## src/rtl/path_step_sequencer.sv

```systemverilog
// Turns the shortest-path solver's unordered cell mask into an ordered hop stream,
// checking that the mask is one unbranched path of the reported length.
module path_step_sequencer #(
    parameter int GRID_W    = 3,
    parameter int MAX_STEPS = 8
) (
    input  logic       clk,
    input  logic       reset,
    input  logic       start,
    input  logic [8:0] path_mask,
    input  logic [3:0] source,
    input  logic [3:0] destination,
    input  logic [2:0] path_len,
    output logic       step_valid,
    input  logic       step_ready,
    output logic [3:0] step_node,
    output logic [1:0] step_dir,
    output logic       step_last,
    output logic       busy,
    output logic       done,
    output logic       error,
    output logic [2:0] err_code
);

    localparam logic [3:0] ROW_STEP   = 4'(GRID_W);
    localparam logic [3:0] NODE_COUNT = 4'(GRID_W * GRID_W);
    localparam logic [3:0] LAST_ROW   = 4'(GRID_W * GRID_W - GRID_W);
    localparam logic [3:0] MAX_HOPS   = 4'(MAX_STEPS);

    localparam logic [1:0] DIR_N = 2'd0;
    localparam logic [1:0] DIR_E = 2'd1;
    localparam logic [1:0] DIR_S = 2'd2;
    localparam logic [1:0] DIR_W = 2'd3;

    localparam logic [2:0] ERR_NONE         = 3'd0;
    localparam logic [2:0] ERR_BAD_ENDPOINT = 3'd1;
    localparam logic [2:0] ERR_NO_NEXT      = 3'd2;
    localparam logic [2:0] ERR_AMBIGUOUS    = 3'd3;
    localparam logic [2:0] ERR_LEN_MISMATCH = 3'd4;
    localparam logic [2:0] ERR_UNUSED_CELLS = 3'd5;

    typedef enum logic [2:0] {
        S_IDLE   = 3'd0,
        S_CHECK  = 3'd1,
        S_SEARCH = 3'd2,
        S_EMIT   = 3'd3,
        S_DONE   = 3'd4,
        S_ERR    = 3'd5
    } state_t;

    // Row-edge aware 4-neighbourhood of a node as a mask (bit n = node n).
    function automatic logic [8:0] grid_neighbours(input logic [3:0] node);
        logic [8:0] node_bit;
        logic [3:0] col;
        logic [8:0] nb;
        node_bit = 9'd1 << node;
        col      = node % ROW_STEP;
        nb       = 9'd0;
        nb = nb | ((node >= ROW_STEP)        ? (node_bit >> ROW_STEP) : 9'd0);
        nb = nb | ((node < LAST_ROW)         ? (node_bit << ROW_STEP) : 9'd0);
        nb = nb | ((col != 4'd0)             ? (node_bit >> 4'd1)     : 9'd0);
        nb = nb | ((col != ROW_STEP - 4'd1)  ? (node_bit << 4'd1)     : 9'd0);
        return nb;
    endfunction

    function automatic logic [3:0] popcount9(input logic [8:0] v);
        return {3'd0, v[0]} + {3'd0, v[1]} + {3'd0, v[2]} + {3'd0, v[3]} + {3'd0, v[4]}
             + {3'd0, v[5]} + {3'd0, v[6]} + {3'd0, v[7]} + {3'd0, v[8]};
    endfunction

    // Only meaningful when exactly one bit is set; SEARCH screens the other cases.
    function automatic logic [3:0] onehot_index(input logic [8:0] v);
        logic [3:0] idx;
        case (v)
            9'b000000001: idx = 4'd0;
            9'b000000010: idx = 4'd1;
            9'b000000100: idx = 4'd2;
            9'b000001000: idx = 4'd3;
            9'b000010000: idx = 4'd4;
            9'b000100000: idx = 4'd5;
            9'b001000000: idx = 4'd6;
            9'b010000000: idx = 4'd7;
            9'b100000000: idx = 4'd8;
            default:      idx = 4'd0;
        endcase
        return idx;
    endfunction

    function automatic logic [1:0] hop_dir(input logic [3:0] cur_node, input logic [3:0] nxt_node);
        logic [1:0] d;
        if (nxt_node == cur_node + 4'd1) begin
            d = DIR_E;
        end else if (nxt_node == cur_node + ROW_STEP) begin
            d = DIR_S;
        end else if (cur_node == nxt_node + ROW_STEP) begin
            d = DIR_N;
        end else begin
            d = DIR_W;
        end
        return d;
    endfunction

    function automatic logic mask_has(input logic [8:0] m, input logic [3:0] node);
        return (node < NODE_COUNT) && ((m & (9'd1 << node)) != 9'd0);
    endfunction

    state_t     state_r;
    logic [8:0] mask_r;
    logic [8:0] visited_r;
    logic [3:0] src_r;
    logic [3:0] dst_r;
    logic [2:0] len_r;
    logic [3:0] cur_r;
    logic [3:0] hop_cnt_r;
    logic       step_valid_r;
    logic [3:0] step_node_r;
    logic [1:0] step_dir_r;
    logic       step_last_r;
    logic       busy_r;
    logic       done_r;
    logic       error_r;
    logic [2:0] err_code_r;

    logic [8:0] mask_rev_s;
    logic [8:0] cand_s;
    logic [3:0] cand_cnt_s;
    logic [3:0] next_node_s;
    logic [1:0] next_dir_s;
    logic       endpoints_ok_s;
    logic [8:0] visited_next_s;
    logic [3:0] hop_next_s;

    // Candidate search and acceptance bookkeeping derived from the registered route state.
    always_comb begin
        mask_rev_s     = {<<{path_mask}};
        cand_s         = grid_neighbours(cur_r) & mask_r & ~visited_r;
        cand_cnt_s     = popcount9(cand_s);
        next_node_s    = onehot_index(cand_s);
        next_dir_s     = hop_dir(cur_r, next_node_s);
        endpoints_ok_s = mask_has(mask_r, src_r) && mask_has(mask_r, dst_r);
        visited_next_s = visited_r | (9'd1 << step_node_r);
        hop_next_s     = hop_cnt_r + 4'd1;
    end

    // Sequencer FSM with all handshake and status outputs registered.
    always_ff @(posedge clk or posedge reset) begin
        if (reset) begin
            state_r      <= S_IDLE;
            mask_r       <= 9'd0;
            visited_r    <= 9'd0;
            src_r        <= 4'd0;
            dst_r        <= 4'd0;
            len_r        <= 3'd0;
            cur_r        <= 4'd0;
            hop_cnt_r    <= 4'd0;
            step_valid_r <= 1'b0;
            step_node_r  <= 4'd0;
            step_dir_r   <= 2'd0;
            step_last_r  <= 1'b0;
            busy_r       <= 1'b0;
            done_r       <= 1'b0;
            error_r      <= 1'b0;
            err_code_r   <= ERR_NONE;
        end else begin
            done_r  <= 1'b0;
            error_r <= 1'b0;
            case (state_r)
                S_IDLE: begin
                    if (start) begin
                        mask_r     <= mask_rev_s;
                        src_r      <= source;
                        dst_r      <= destination;
                        len_r      <= path_len;
                        visited_r  <= 9'd0;
                        hop_cnt_r  <= 4'd0;
                        err_code_r <= ERR_NONE;
                        busy_r     <= 1'b1;
                        state_r    <= S_CHECK;
                    end
                end
                S_CHECK: begin
                    if (!endpoints_ok_s) begin
                        err_code_r <= ERR_BAD_ENDPOINT;
                        error_r    <= 1'b1;
                        state_r    <= S_ERR;
                    end else if (src_r == dst_r) begin
                        if (mask_r != (9'd1 << src_r)) begin
                            err_code_r <= ERR_UNUSED_CELLS;
                            error_r    <= 1'b1;
                            state_r    <= S_ERR;
                        end else if (len_r != 3'd0) begin
                            err_code_r <= ERR_LEN_MISMATCH;
                            error_r    <= 1'b1;
                            state_r    <= S_ERR;
                        end else begin
                            done_r  <= 1'b1;
                            state_r <= S_DONE;
                        end
                    end else begin
                        cur_r     <= src_r;
                        visited_r <= 9'd1 << src_r;
                        state_r   <= S_SEARCH;
                    end
                end
                S_SEARCH: begin
                    if (cand_cnt_s == 4'd0) begin
                        err_code_r <= ERR_NO_NEXT;
                        error_r    <= 1'b1;
                        state_r    <= S_ERR;
                    end else if (cand_cnt_s > 4'd1) begin
                        err_code_r <= ERR_AMBIGUOUS;
                        error_r    <= 1'b1;
                        state_r    <= S_ERR;
                    end else begin
                        step_node_r  <= next_node_s;
                        step_dir_r   <= next_dir_s;
                        step_last_r  <= (next_node_s == dst_r);
                        step_valid_r <= 1'b1;
                        state_r      <= S_EMIT;
                    end
                end
                S_EMIT: begin
                    // Hop fields stay frozen until the consumer takes them.
                    if (step_ready) begin
                        step_valid_r <= 1'b0;
                        step_node_r  <= 4'd0;
                        step_dir_r   <= 2'd0;
                        step_last_r  <= 1'b0;
                        cur_r        <= step_node_r;
                        visited_r    <= visited_next_s;
                        hop_cnt_r    <= hop_next_s;
                        if (hop_next_s > MAX_HOPS) begin
                            err_code_r <= ERR_NO_NEXT;
                            error_r    <= 1'b1;
                            state_r    <= S_ERR;
                        end else if (step_last_r) begin
                            if (visited_next_s != mask_r) begin
                                err_code_r <= ERR_UNUSED_CELLS;
                                error_r    <= 1'b1;
                                state_r    <= S_ERR;
                            end else if (hop_next_s != {1'b0, len_r}) begin
                                err_code_r <= ERR_LEN_MISMATCH;
                                error_r    <= 1'b1;
                                state_r    <= S_ERR;
                            end else begin
                                done_r  <= 1'b1;
                                state_r <= S_DONE;
                            end
                        end else begin
                            state_r <= S_SEARCH;
                        end
                    end
                end
                S_DONE: begin
                    busy_r  <= 1'b0;
                    state_r <= S_IDLE;
                end
                S_ERR: begin
                    busy_r  <= 1'b0;
                    state_r <= S_IDLE;
                end
                default: begin
                    step_valid_r <= 1'b0;
                    busy_r       <= 1'b0;
                    state_r      <= S_IDLE;
                end
            endcase
        end
    end

    assign step_valid = step_valid_r;
    assign step_node  = step_node_r;
    assign step_dir   = step_dir_r;
    assign step_last  = step_last_r;
    assign busy       = busy_r;
    assign done       = done_r;
    assign error      = error_r;
    assign err_code   = err_code_r;

endmodule

```

## config.mk

```make
export PLATFORM = sky130hd
export DESIGN_NAME = path_step_sequencer
export DESIGN_NICKNAME = d
export VERILOG_FILES = /design/src/rtl/path_step_sequencer.sv
export SDC_FILE = /design/constraint.sdc
export NUM_CORES = 1
export LEC_CHECK = 0
export CAP_MARGIN = 10
export CELL_PAD_IN_SITES_DETAIL_PLACEMENT = 1
export CELL_PAD_IN_SITES_GLOBAL_PLACEMENT = 1
export CORE_ASPECT_RATIO = 1.1
export CORE_MARGIN = 1.5
export CORE_UTILIZATION = 48
export DETAILED_ROUTE_END_ITERATION = 16
export PLACE_DENSITY_LB_ADDON = 0.05
export SLEW_MARGIN = 20
export SYNTH_ARGS = -nofsm -noshare
export SYNTH_HDL_FRONTEND = slang
export SYNTH_SLANG_ARGS = --single-unit
```

## constraint.sdc

```tcl
create_clock -name clk -period 12.6 [get_ports clk]
set_input_delay 1.89 -clock clk [delete_from_list [all_inputs] [get_ports clk]]
set_output_delay 1.89 -clock clk [all_outputs]
set_load 0.02 [all_outputs]
```

==> flow_metrics.env <==
export IMPL_dieArea_sq_mm=0.0100
export IMPL_die_y_um=105
export IMPL_yosysWarnings=0
export IMPL_synth_fp_nets=616
export IMPL_cp_max_fo=22
export IMPL_ff2ff_setup_slack_ns=4.12
export IMPL_crit_end="err_code[1]"
export IMPL_finClkSkew_ns=0.0108
export IMPL_synth_edf_count=0
export IMPL_synthFlopType="dfrtp_1"
export IMPL_timing_hold_ws_ns=0.508
export IMPL_max_slew_margin=0.422
export IMPL_post_cts_buffers=0
export IMPL_cts_max_path_buffers=2
export IMPL_cts_root_buf="clkbuf_8"
export IMPL_ys_top_cells_by_count="nand2_1, dfrtp_1, nor2_1"
export IMPL_drive_above_1_share=0.0668
export IMPL_n_antenna_cell=0
export IMPL_layout_setup_ws_ns=4.12
export IMPL_cts_tree="built"
export IMPL_cts_made_buffers=5
export IMPL_finalSetupViolCount=0
export IMPL_timing_fmax_ghz=0.118
export IMPL_netlist_instances=561
export IMPL_cts_max_level=2
export IMPL_crit_cells=28
export IMPL_critical_path_startpoint="cur_r[3]"
export IMPL_grt_first_pass_wirelength_um=22700
export IMPL_antenna_left=0
export IMPL_vias=4250
export IMPL_place_hpwl_um=10500
export IMPL_vias_per_cell=6.06
export IMPL_synth_area_leader_cell="dfrtp_1"
export IMPL_insertion_delay_ns=0.32
export IMPL_hold_viol_final=0
export IMPL_numPortBuffers=37
export IMPL_finalNetCount=638
export IMPL_leakage_uw=0.00225
export IMPL_ys_seq_area_frac=0.298
export IMPL_initial_utilization=0.490
export IMPL_yosys_register_bits=54
export IMPL_cts_sinks=54
export IMPL_dr_pass1_iters=4
export IMPL_drt_wl_total_um=13700
export IMPL_tightestPinTransition_ns=0.866
export IMPL_yosysUniqueCellTypes=75
export IMPL_worstSetupPathType="flop to flop"
export IMPL_syn_avg_cell_area_sq_um=8.09
export IMPL_grt_pass1_vias=4424
export IMPL_ir_drop_v=0.0000974
export IMPL_grt_overflow=0
export IMPL_rr_endpoint="err_code[1]"
export IMPL_fin_setup_tns_ns=0
export IMPL_die_w_um=95.7
export IMPL_worst_ep_required_time_ns=12.81
export IMPL_crit_arrival_ns=8.69
export IMPL_synthTopCellsByArea="dfrtp_1, nand2_1, ha_1"
export IMPL_dp_slack_ns=4.20
export IMPL_rows=37
export IMPL_area_growth_pct=12.7
export IMPL_cts_resized_gates=0
export IMPL_status="complete, no violations"
export IMPL_slew_viol_final=0
export IMPL_path_buf_inv=5
export IMPL_synthArstFlopShare=1.00
export IMPL_drtIter0Drc=231
export IMPL_grt_max_degree=55
export IMPL_r2r_start="cur_r[3]"
export IMPL_p_per_area_mw_per_mm2=293
export IMPL_hold_buffers=0
export IMPL_crit_family="adder cells"
export IMPL_fillers=1147
export IMPL_cp_end_kind="flop"
export IMPL_clkSlewWorstSetupHoldPaths_ns=0.10
export IMPL_synth_top_area_frac=0.298
export IMPL_critPathMaxStageDelay_ns=0.81
export IMPL_drv_cap=0
export IMPL_antenna_found_initial=0
export IMPL_rsz0062_at_grt="false"
export IMPL_rr_worst_depth=28
export IMPL_cp_slowest_cell="dfrtp_1"
export IMPL_startpoint_type="flop"
export IMPL_grt_total_usage=0.290
export IMPL_yosysMostFrequentCell="nand2_1"
export IMPL_gp_congestion=0.888
export IMPL_power_uw=1500
export IMPL_fin_crit_sh=0.673
export IMPL_hp_class="flop to flop"
export IMPL_fin_crit_ns=8.48
export IMPL_drc_errors=0
export IMPL_netlist_area_sq_mm=0.00454
export IMPL_core_sq_mm=0.00926
export IMPL_detail_route_wl_per_cell_um=19.6
export IMPL_ios=38
metrics by stage:
step                      instances   util  cell area (sq um)
after floorplan                 561      -               4540
after global routing            701  0.552               5110
after detailed placement        693  0.537               4970
after global placement          693  0.537               4970
after CTS                       701  0.552               5110
final                           701  0.552               5110
power by group:
group	internal, uW	total (uW)	switching [uW]
Clock	84.8	145	60.3
Sequential	243	387	144
Combinational	400	968	568
area by class of cell:
cell class / instances / area [sq um] / share of cell area
clock buffers: 6 / 82.6 / 0.0162
flip-flops and latches: 54 / 1350 / 0.264
clock inverters: 2 / 60.1 / 0.0117
multi-input cells: 460 / 3000 / 0.586
inverters: 22 / 83.8 / 0.0164
repair buffers: 40 / 393 / 0.0768
well taps: 117 / 146 / 0.0286
sequential cells by signal (all words and copies together) (netlist names), 2 cells and up:
name / count
mask_r: 9
visited_r: 9
cur_r: 4
dst_r: 4
hop_cnt_r: 4
src_r: 4
step_node: 4
err_code: 3
len_r: 3
state_r: 3
step_dir: 2
worst reg2reg max path, delay by kind of cell (launching register included):
kind	cells	cell delay (ns)
adders and majority gates	8	3.05
and+or+nand+nor	10	2.95
DFF	1	0.81
AOI/OAI and AO/OA	4	0.70
buffers and inverters	5	0.50
muxes	1	0.35
routing by layer:
layer	part of all wire	GRT usage	up-vias
li1	-	-	2033
met1	0.43	0.371	2134
met2	0.53	0.510	64
met3	0.025	0.0277	19
met4	0.020	0.0830	0
met5	0	0	-
cells in the final DEF, fill, tap and decap left out, drive strengths merged, types with 3 or more instances in the layout:
master / n
o22ai: 4
clkbuf: 6
or3: 13
a31oi: 12
or4: 3
xor2: 18
and2: 3
ha: 26
nand2b: 16
and3: 4
a211oi: 5
a21o: 3
o21ai: 32
a22oi: 3
o221ai: 6
inv: 21
nor2: 43
fa: 5
or2: 3
nor4: 7
buf: 3
and3b: 3
clkdlybuf4s50: 37
xnor2: 16
nor2b: 9
nor3: 22
a21oi: 25
dfrtp: 54
o21a: 9
nand3: 15
nand2: 110
how the worst min path moves through the flow:
stage	start	endpoint	slack, ns	cells after the start
floorplan	visited_r[7]	visited_r[7]	0.48	1
global placement	err_code[0]	err_code[0]	0.47	2
detailed placement	busy	busy	0.49	2
CTS	busy	busy	0.52	2
global route	err_code[2]	err_code[2]	0.54	1
finish	err_code[0]	err_code[0]	0.51	2
kinds of logic (layout without fill, tap and decap cells):
group,count (synthesis),in the layout,synth area share
fa+ha+maj,31,31,0.0937
xor+xnor,34,34,0.0656
simple gates,259,259,0.277
compound gates,130,130,0.203
flops,54,54,0.298
mux,6,6,0.0193
buf+inv,47,70,0.0433
(Power assumes the default switching activity.)
